File: src/rtl/alien_bomb_dropper.sv
// alien_bomb_dropper: drops bombs from the alien formation toward the player ship.
// Holds up to NUM_BOMBS bombs, asks the alien controller for drop coordinates on a
// pseudo-random timer, moves bombs down on each frame tick, detects ship hits and
// paints bomb pixels for the VGA colour mux.
// Optional build macro: BOMB_LASER_COLLIDE_EN (player laser can destroy bombs).
module alien_bomb_dropper #(
  parameter int NUM_BOMBS     = 4,
  parameter int RADIUS        = 3,
  parameter int STEP_MOTION   = 2,
  parameter int FIRE_PERIOD   = 32,
  parameter int SCREEN_WIDTH  = 640,
  parameter int SCREEN_HEIGHT = 480,
  parameter int SHIP_WIDTH    = 60,
  parameter int SHIP_HEIGHT   = 30,
  parameter int V_OFFSET      = 10,
  parameter logic [2:0] BACKGROUND = 3'd0,
  parameter logic [2:0] BOMB       = 3'd5
) (
  input  logic       clk,
  input  logic       reset,
  input  logic       enable,
  input  logic       dropAck,
  input  logic       dropNone,
  input  logic [9:0] dropX,
  input  logic [9:0] dropY,
  input  logic [9:0] gunPosition,
  input  logic [9:0] xLaser,
  input  logic [9:0] yLaser,
  input  logic [9:0] hPos,
  input  logic [9:0] vPos,
  output logic       dropReq,
  output logic       hitShip,
  output logic       killingBomb,
  output logic [2:0] bombsAlive,
  output logic [2:0] colorBomb
);

  localparam int SHIP_TOP = SCREEN_HEIGHT - V_OFFSET - SHIP_HEIGHT;

  typedef enum logic [0:0] {COUNTING, REQUESTING} req_state_t;

  req_state_t           state_q, state_d;
  logic                 ack_taken;
  logic [9:0]           timer;
  logic [15:0]          lfsr;
  logic [NUM_BOMBS-1:0] alive;
  logic [9:0]           slot_x [NUM_BOMBS];
  logic [9:0]           slot_y [NUM_BOMBS];

  logic [NUM_BOMBS-1:0] load_sel;
  logic                 any_free;
  logic                 load_en;
  logic [NUM_BOMBS-1:0] ship_hit;
  logic [NUM_BOMBS-1:0] laser_hit;
  logic [NUM_BOMBS-1:0] bottom_exit;
  logic [NUM_BOMBS-1:0] in_disc;

  // Magnitude of the difference of two screen coordinates, free of wrap artefacts.
  function automatic logic [10:0] abs_diff(input logic [9:0] a, input logic [9:0] b);
    logic signed [10:0] d;
    d = $signed({1'b0, a}) - $signed({1'b0, b});
    return (d < 0) ? 11'(-d) : 11'(d);
  endfunction

  // Squared distance along one axis.
  function automatic logic [21:0] sq_diff(input logic [9:0] a, input logic [9:0] b);
    logic [21:0] m;
    m = {11'b0, abs_diff(a, b)};
    return m * m;
  endfunction

  function automatic logic [2:0] count_live(input logic [NUM_BOMBS-1:0] v);
    logic [2:0] c;
    c = '0;
    for (int i = 0; i < NUM_BOMBS; i++) c = c + 3'(v[i]);
    return c;
  endfunction

`ifndef BOMB_LASER_COLLIDE_EN
  logic unused_laser;
  assign unused_laser = ^{xLaser, yLaser};
`endif

  assign dropReq = (state_q == REQUESTING);
  assign any_free = |(~alive);
  assign load_en  = ack_taken && !dropNone && any_free;

  // Pick the lowest-index dead slot as the target of the next load.
  always_comb begin
    logic found;
    load_sel = '0;
    found    = 1'b0;
    for (int i = 0; i < NUM_BOMBS; i++) begin
      if (!alive[i] && !found) begin
        load_sel[i] = 1'b1;
        found       = 1'b1;
      end
    end
  end

  // Per-slot geometry: ship overlap, laser overlap, bottom exit and pixel coverage.
  always_comb begin
    ship_hit    = '0;
    laser_hit   = '0;
    bottom_exit = '0;
    in_disc     = '0;
    for (int i = 0; i < NUM_BOMBS; i++) begin
      ship_hit[i]    = (abs_diff(slot_x[i], gunPosition) <= 11'(SHIP_WIDTH / 2)) &&
                       (slot_y[i] >= 10'(SHIP_TOP));
      bottom_exit[i] = ({1'b0, slot_y[i]} + 11'(STEP_MOTION)) >= 11'(SCREEN_HEIGHT);
      in_disc[i]     = ({1'b0, sq_diff(hPos, slot_x[i])} + {1'b0, sq_diff(vPos, slot_y[i])})
                       <= 23'(RADIUS * RADIUS);
`ifdef BOMB_LASER_COLLIDE_EN
      laser_hit[i]   = (abs_diff(slot_x[i], xLaser) <= 11'(2 * RADIUS)) &&
                       (abs_diff(slot_y[i], yLaser) <= 11'(2 * RADIUS));
`endif
    end
  end

  // Request handshake: wait for the timer and a free slot, then hold until acked.
  always_comb begin
    state_d   = state_q;
    ack_taken = 1'b0;
    case (state_q)
      COUNTING: begin
        if (timer == 10'd0 && any_free) state_d = REQUESTING;
      end
      REQUESTING: begin
        if (dropAck) begin
          ack_taken = 1'b1;
          state_d   = COUNTING;
        end
      end
      default: state_d = COUNTING;
    endcase
  end

  // Handshake state register.
  always_ff @(posedge clk) begin
    if (reset) state_q <= COUNTING;
    else       state_q <= state_d;
  end

  // Drop timer and LFSR jitter source.
  always_ff @(posedge clk) begin
    if (reset) begin
      timer <= 10'(FIRE_PERIOD);
      lfsr  <= 16'hACE1;
    end else begin
      if (enable) lfsr <= {lfsr[14:0], lfsr[15] ^ lfsr[13] ^ lfsr[12] ^ lfsr[10]};
      if (ack_taken)
        timer <= 10'(FIRE_PERIOD) + {6'b0, lfsr[3:0]};
      else if (state_q == COUNTING && enable && timer != 10'd0)
        timer <= timer - 10'd1;
    end
  end

  // Bomb slots: load from an ack, otherwise move, collide or exit on frame ticks.
  always_ff @(posedge clk) begin
    if (reset) begin
      alive <= '0;
      for (int i = 0; i < NUM_BOMBS; i++) begin
        slot_x[i] <= 10'(SCREEN_WIDTH - 1);
        slot_y[i] <= 10'(SCREEN_HEIGHT - 1);
      end
    end else begin
      for (int i = 0; i < NUM_BOMBS; i++) begin
        if (load_en && load_sel[i]) begin
          alive[i]  <= 1'b1;
          slot_x[i] <= dropX;
          slot_y[i] <= dropY;
        end else if (enable && alive[i]) begin
          if (ship_hit[i] || laser_hit[i] || bottom_exit[i]) begin
            alive[i]  <= 1'b0;
            slot_x[i] <= 10'(SCREEN_WIDTH - 1);
            slot_y[i] <= 10'(SCREEN_HEIGHT - 1);
          end else begin
            slot_y[i] <= slot_y[i] + 10'(STEP_MOTION);
          end
        end
      end
    end
  end

  // Registered status outputs: event pulses, live count and pixel colour.
  always_ff @(posedge clk) begin
    if (reset) begin
      hitShip     <= 1'b0;
      killingBomb <= 1'b0;
      bombsAlive  <= '0;
      colorBomb   <= BACKGROUND;
    end else begin
      hitShip     <= enable && |(alive & ship_hit);
      killingBomb <= enable && |(alive & laser_hit & ~ship_hit);
      bombsAlive  <= count_live(alive);
      colorBomb   <= (|(alive & in_disc)) ? BOMB : BACKGROUND;
    end
  end

endmodule

File: config.mk
export PLATFORM = sky130hd
export DESIGN_NAME = alien_bomb_dropper
export DESIGN_NICKNAME = d
export VERILOG_FILES = /design/src/rtl/alien_bomb_dropper.sv
export SDC_FILE = /design/constraint.sdc
export NUM_CORES = 2
export LEC_CHECK = 0
export CAP_MARGIN = 15
export CORE_MARGIN = 2
export CORE_UTILIZATION = 55
export CTS_BUF_LIST = sky130_fd_sc_hd__clkbuf_4
export DETAILED_ROUTE_END_ITERATION = 7
export PLACE_DENSITY = 0.72
export SKIP_CTS_REPAIR_TIMING = 1
export SYNTH_ARGS = -nofsm -noshare
export SYNTH_HDL_FRONTEND = slang
export SYNTH_SLANG_ARGS = --single-unit
File: constraint.sdc
create_clock -name clk -period 35.8 [get_ports clk]
set_input_delay 8.95 -clock clk [delete_from_list [all_inputs] [get_ports clk]]
set_output_delay 8.95 -clock clk [all_outputs]
set_load 0.05 [all_outputs]
==> impl_results.md <==
- Largest net degree at the start of global routing: 53
- Multiplexer area fraction after synthesis: 0.835%
- Setup tns final: 0 ns
- Initial DRT Pass Iterations: 8
- Gpl congestion: 0.922
- EDFF count, synth: 80
- XOR/XNOR share of the synthesized area: 5.04%
- DIE WIDTH: around 280 microns
- DR DRC count: 12
- Clock-pin slew on the worst setup and hold paths: between 0.1 and 0.15 ns
- Startpoint Class: input pin
- P&R area growth vs syn: 5.98%
- CP dominant cell by count: fa_1
- Dpl hpwl: a little over 80 mm
- Unrepaired setup endpoints after global routing: false
- Number of CTS-inserted buffers: 17
- Final #Nets: 6062
- Synth top cells by count: inv_1, fa_1, nor2_1
- Clock Sinks: between 100 and 150
- Post-synth ARST share: 0%
- Slew Viols, Final: 0
- Number of global-route vias before repair: about 32000
- CP endpoint kind: flop
- Area contributors post-synth: fa_1, ha_1, inv_1
- Share of layout cells above drive strength 1: under 10%
- Hold Path Class: flop to flop
- Clock skew: roughly 0.024 ns
- Ys Warns: 0
- Chip height: between 200 and 300 microns
- Final wirelength: about 96 mm
- Largest family of logic cells by synthesized area: adder cells
- Netlist cell types: 96
- Top cell type's share of synthesized area: between 30% and 40%
- Final Hold Fails: 0
- Synthesized flop and latch total: about 120
- Die ar.: between 70000 and 80000 sq um
- Crit-path max FO: 11
- Worst slew pin tran: ~1.2 ns
- Initial antenna violation count: 5
- Worst EP arrival: ~20 ns
- ANT nets after route: 0
- Average size of a mapped cell: about 8.7 sq um
- Setup CP Type: input pin to flop
- Final cycle utilization of the critical path: between 50% and 60%
- Gr usage total: a little over a quarter
- Count leader, synth: inv_1
- Wire length per cell: roughly 17 microns
- Total grt overflow: 0
- Status: finished with violations
- Clock buffer depth: 2
- DR vias/cell: approximately 5.5
- Top FF cell, synth: edfxtp_1
- Fmax: between 50 and 60 MHz
- Port bufs: 61
- Critical path's slowest cell: a2111oi_1
- Cell count after synthesis: 4684
- Setup Viol. Count Final: 0
- Drt initial violations: 2147
- H-tree Lvls: 4
- Vias: 31400
- Slew headroom: just over 20%
- Cell Rows: between 90 and 100
- Synth Area in Adders: roughly 50%
- Starting Density: between 50% and 60%
- Failing checks: DRC
- CTS tree: built
- Critical Path Max Stage Delay: approximately 1.1 ns
- Final Critical Period: 19.48 ns
- First-pass GRT wire length: 159 mm
- Complex-gate fraction of the synthesized area: 10.8%
- Root buffer cell: clkbuf_4
- Seq/Total Area, Yosys: approximately 7.7%
- Max Cap Viol: 0
- Mapped cell area: 40600 sq um
- Core area: approximately 73000 sq um
- Req. time, crit path: about 36 ns
- Ports: 84
- Simple-gate share of the synthesized area: 14.5%
- Leading area contributor after synthesis: fa_1
- Worst skew pair latency: 0.61 ns
==> cells by family (layout without fill, tap and decap cells) <==
group,count (synthesis),in the layout
flip-flops,116,116
multiplexers,33,33
other,2,65
buffers and inverters,1214,1263
AND/OR/NAND/NOR,1233,1233
AO/OA/AOI/OAI,646,646
XOR/XNOR,233,233
adder cells (fa/ha/maj),1207,1207
==> cell type report <==
type	count	area, sq um
clock inverter	13	178
inverter	1105	4150
antenna	3	7.51
fill	6553	30000
multi-input combinational	3414	33100
clock buffer	19	143
tap	959	1200
timing repair buffer	126	1090
sequential	116	3120
==> layer usage <==
metal	global-route usage, %	wire length (microns)	part of all wire, %
met1	38.6	44100	46
met2	42.0	43500	45
met3	3.21	6720	7.0
met4	4.94	1650	1.7
met5	0	0	0
==> registers in the layout, indices dropped and copies added, names as in the netlist <==
register    count
hitShip         1
colorBomb       1
dropReq         1
slot_y         40
bombsAlive      3
slot_x         40
alive           4
lfsr           16
timer          10
==> cell usage in the layout (no fill, tap or decap), types with 18 or more instances in the layout <==
| master | n |
|---|---|
| inv_1 | 1094 |
| fa_1 | 681 |
| nor2_1 | 550 |
| ha_1 | 526 |
| nand2_1 | 169 |
| a21oi_1 | 157 |
| xnor2_1 | 133 |
| o21ai_0 | 105 |
| xor2_1 | 97 |
| edfxtp_1 | 80 |
| or2_2 | 79 |
| nand2b_1 | 74 |
| nand3_1 | 67 |
| buf_4 | 65 |
| conb_1 | 62 |
| clkdlybuf4s50_1 | 60 |
| nor3_1 | 50 |
| a21o_1 | 45 |
| nor2b_1 | 44 |
| o21a_1 | 40 |
| and2_1 | 39 |
| dfxtp_1 | 36 |
| or3_1 | 34 |
| a31oi_1 | 33 |
| mux2i_1 | 26 |
| nor4_1 | 24 |
| o211ai_1 | 20 |
| and3_1 | 19 |
| a211oi_1 | 19 |
| clkbuf_4 | 19 |
| o31ai_1 | 18 |
==> stage by stage <==
stage	std cells	utilization [%]	area [sq um]	setup WS, ns	hold slack [ns]
2_1_floorplan	4744	-	40800	17.98	0.431
3_3_place_gp	5720	58.4	42700	15.69	0.438
3_5_place_dp	5720	58.4	42700	15.74	0.441
4_1_cts	5752	58.9	43000	16.37	0.472
5_1_grt	5754	58.9	43000	15.58	0.479
6_report	5755	58.9	43000	16.32	0.470
==> critical path: cells and delay by family <==
kind,cells,cell delay (ns)
adders and majority gates,10,4.68
AOI/OAI and AO/OA,11,3.69
buffers and inverters,8,1.08
and+or+nand+nor,5,0.90
xor gates and xnor gates,1,0.69
==> worst paths after layout <==
kind | startpoint | end | slack, ns | cells after the start
hold reg to reg | lfsr[6]$_SDFFE_PP1P_ | lfsr[7]$_SDFFE_PP1P_ | 0.47 | 1
hold / removal | lfsr[6]$_SDFFE_PP1P_ | lfsr[7]$_SDFFE_PP1P_ | 0.47 | 1
setup / recovery | vPos[0] | colorBomb[0]$_SDFF_PP0_ | 16.32 | 35
setup reg to reg | slot_x[3][0]$_SDFFCE_PP1P_ | colorBomb[0]$_SDFF_PP0_ | 25.02 | 33
Power is not shown: default switching activity piles up to over one toggle a cycle in this logic, so the estimate is an artifact.
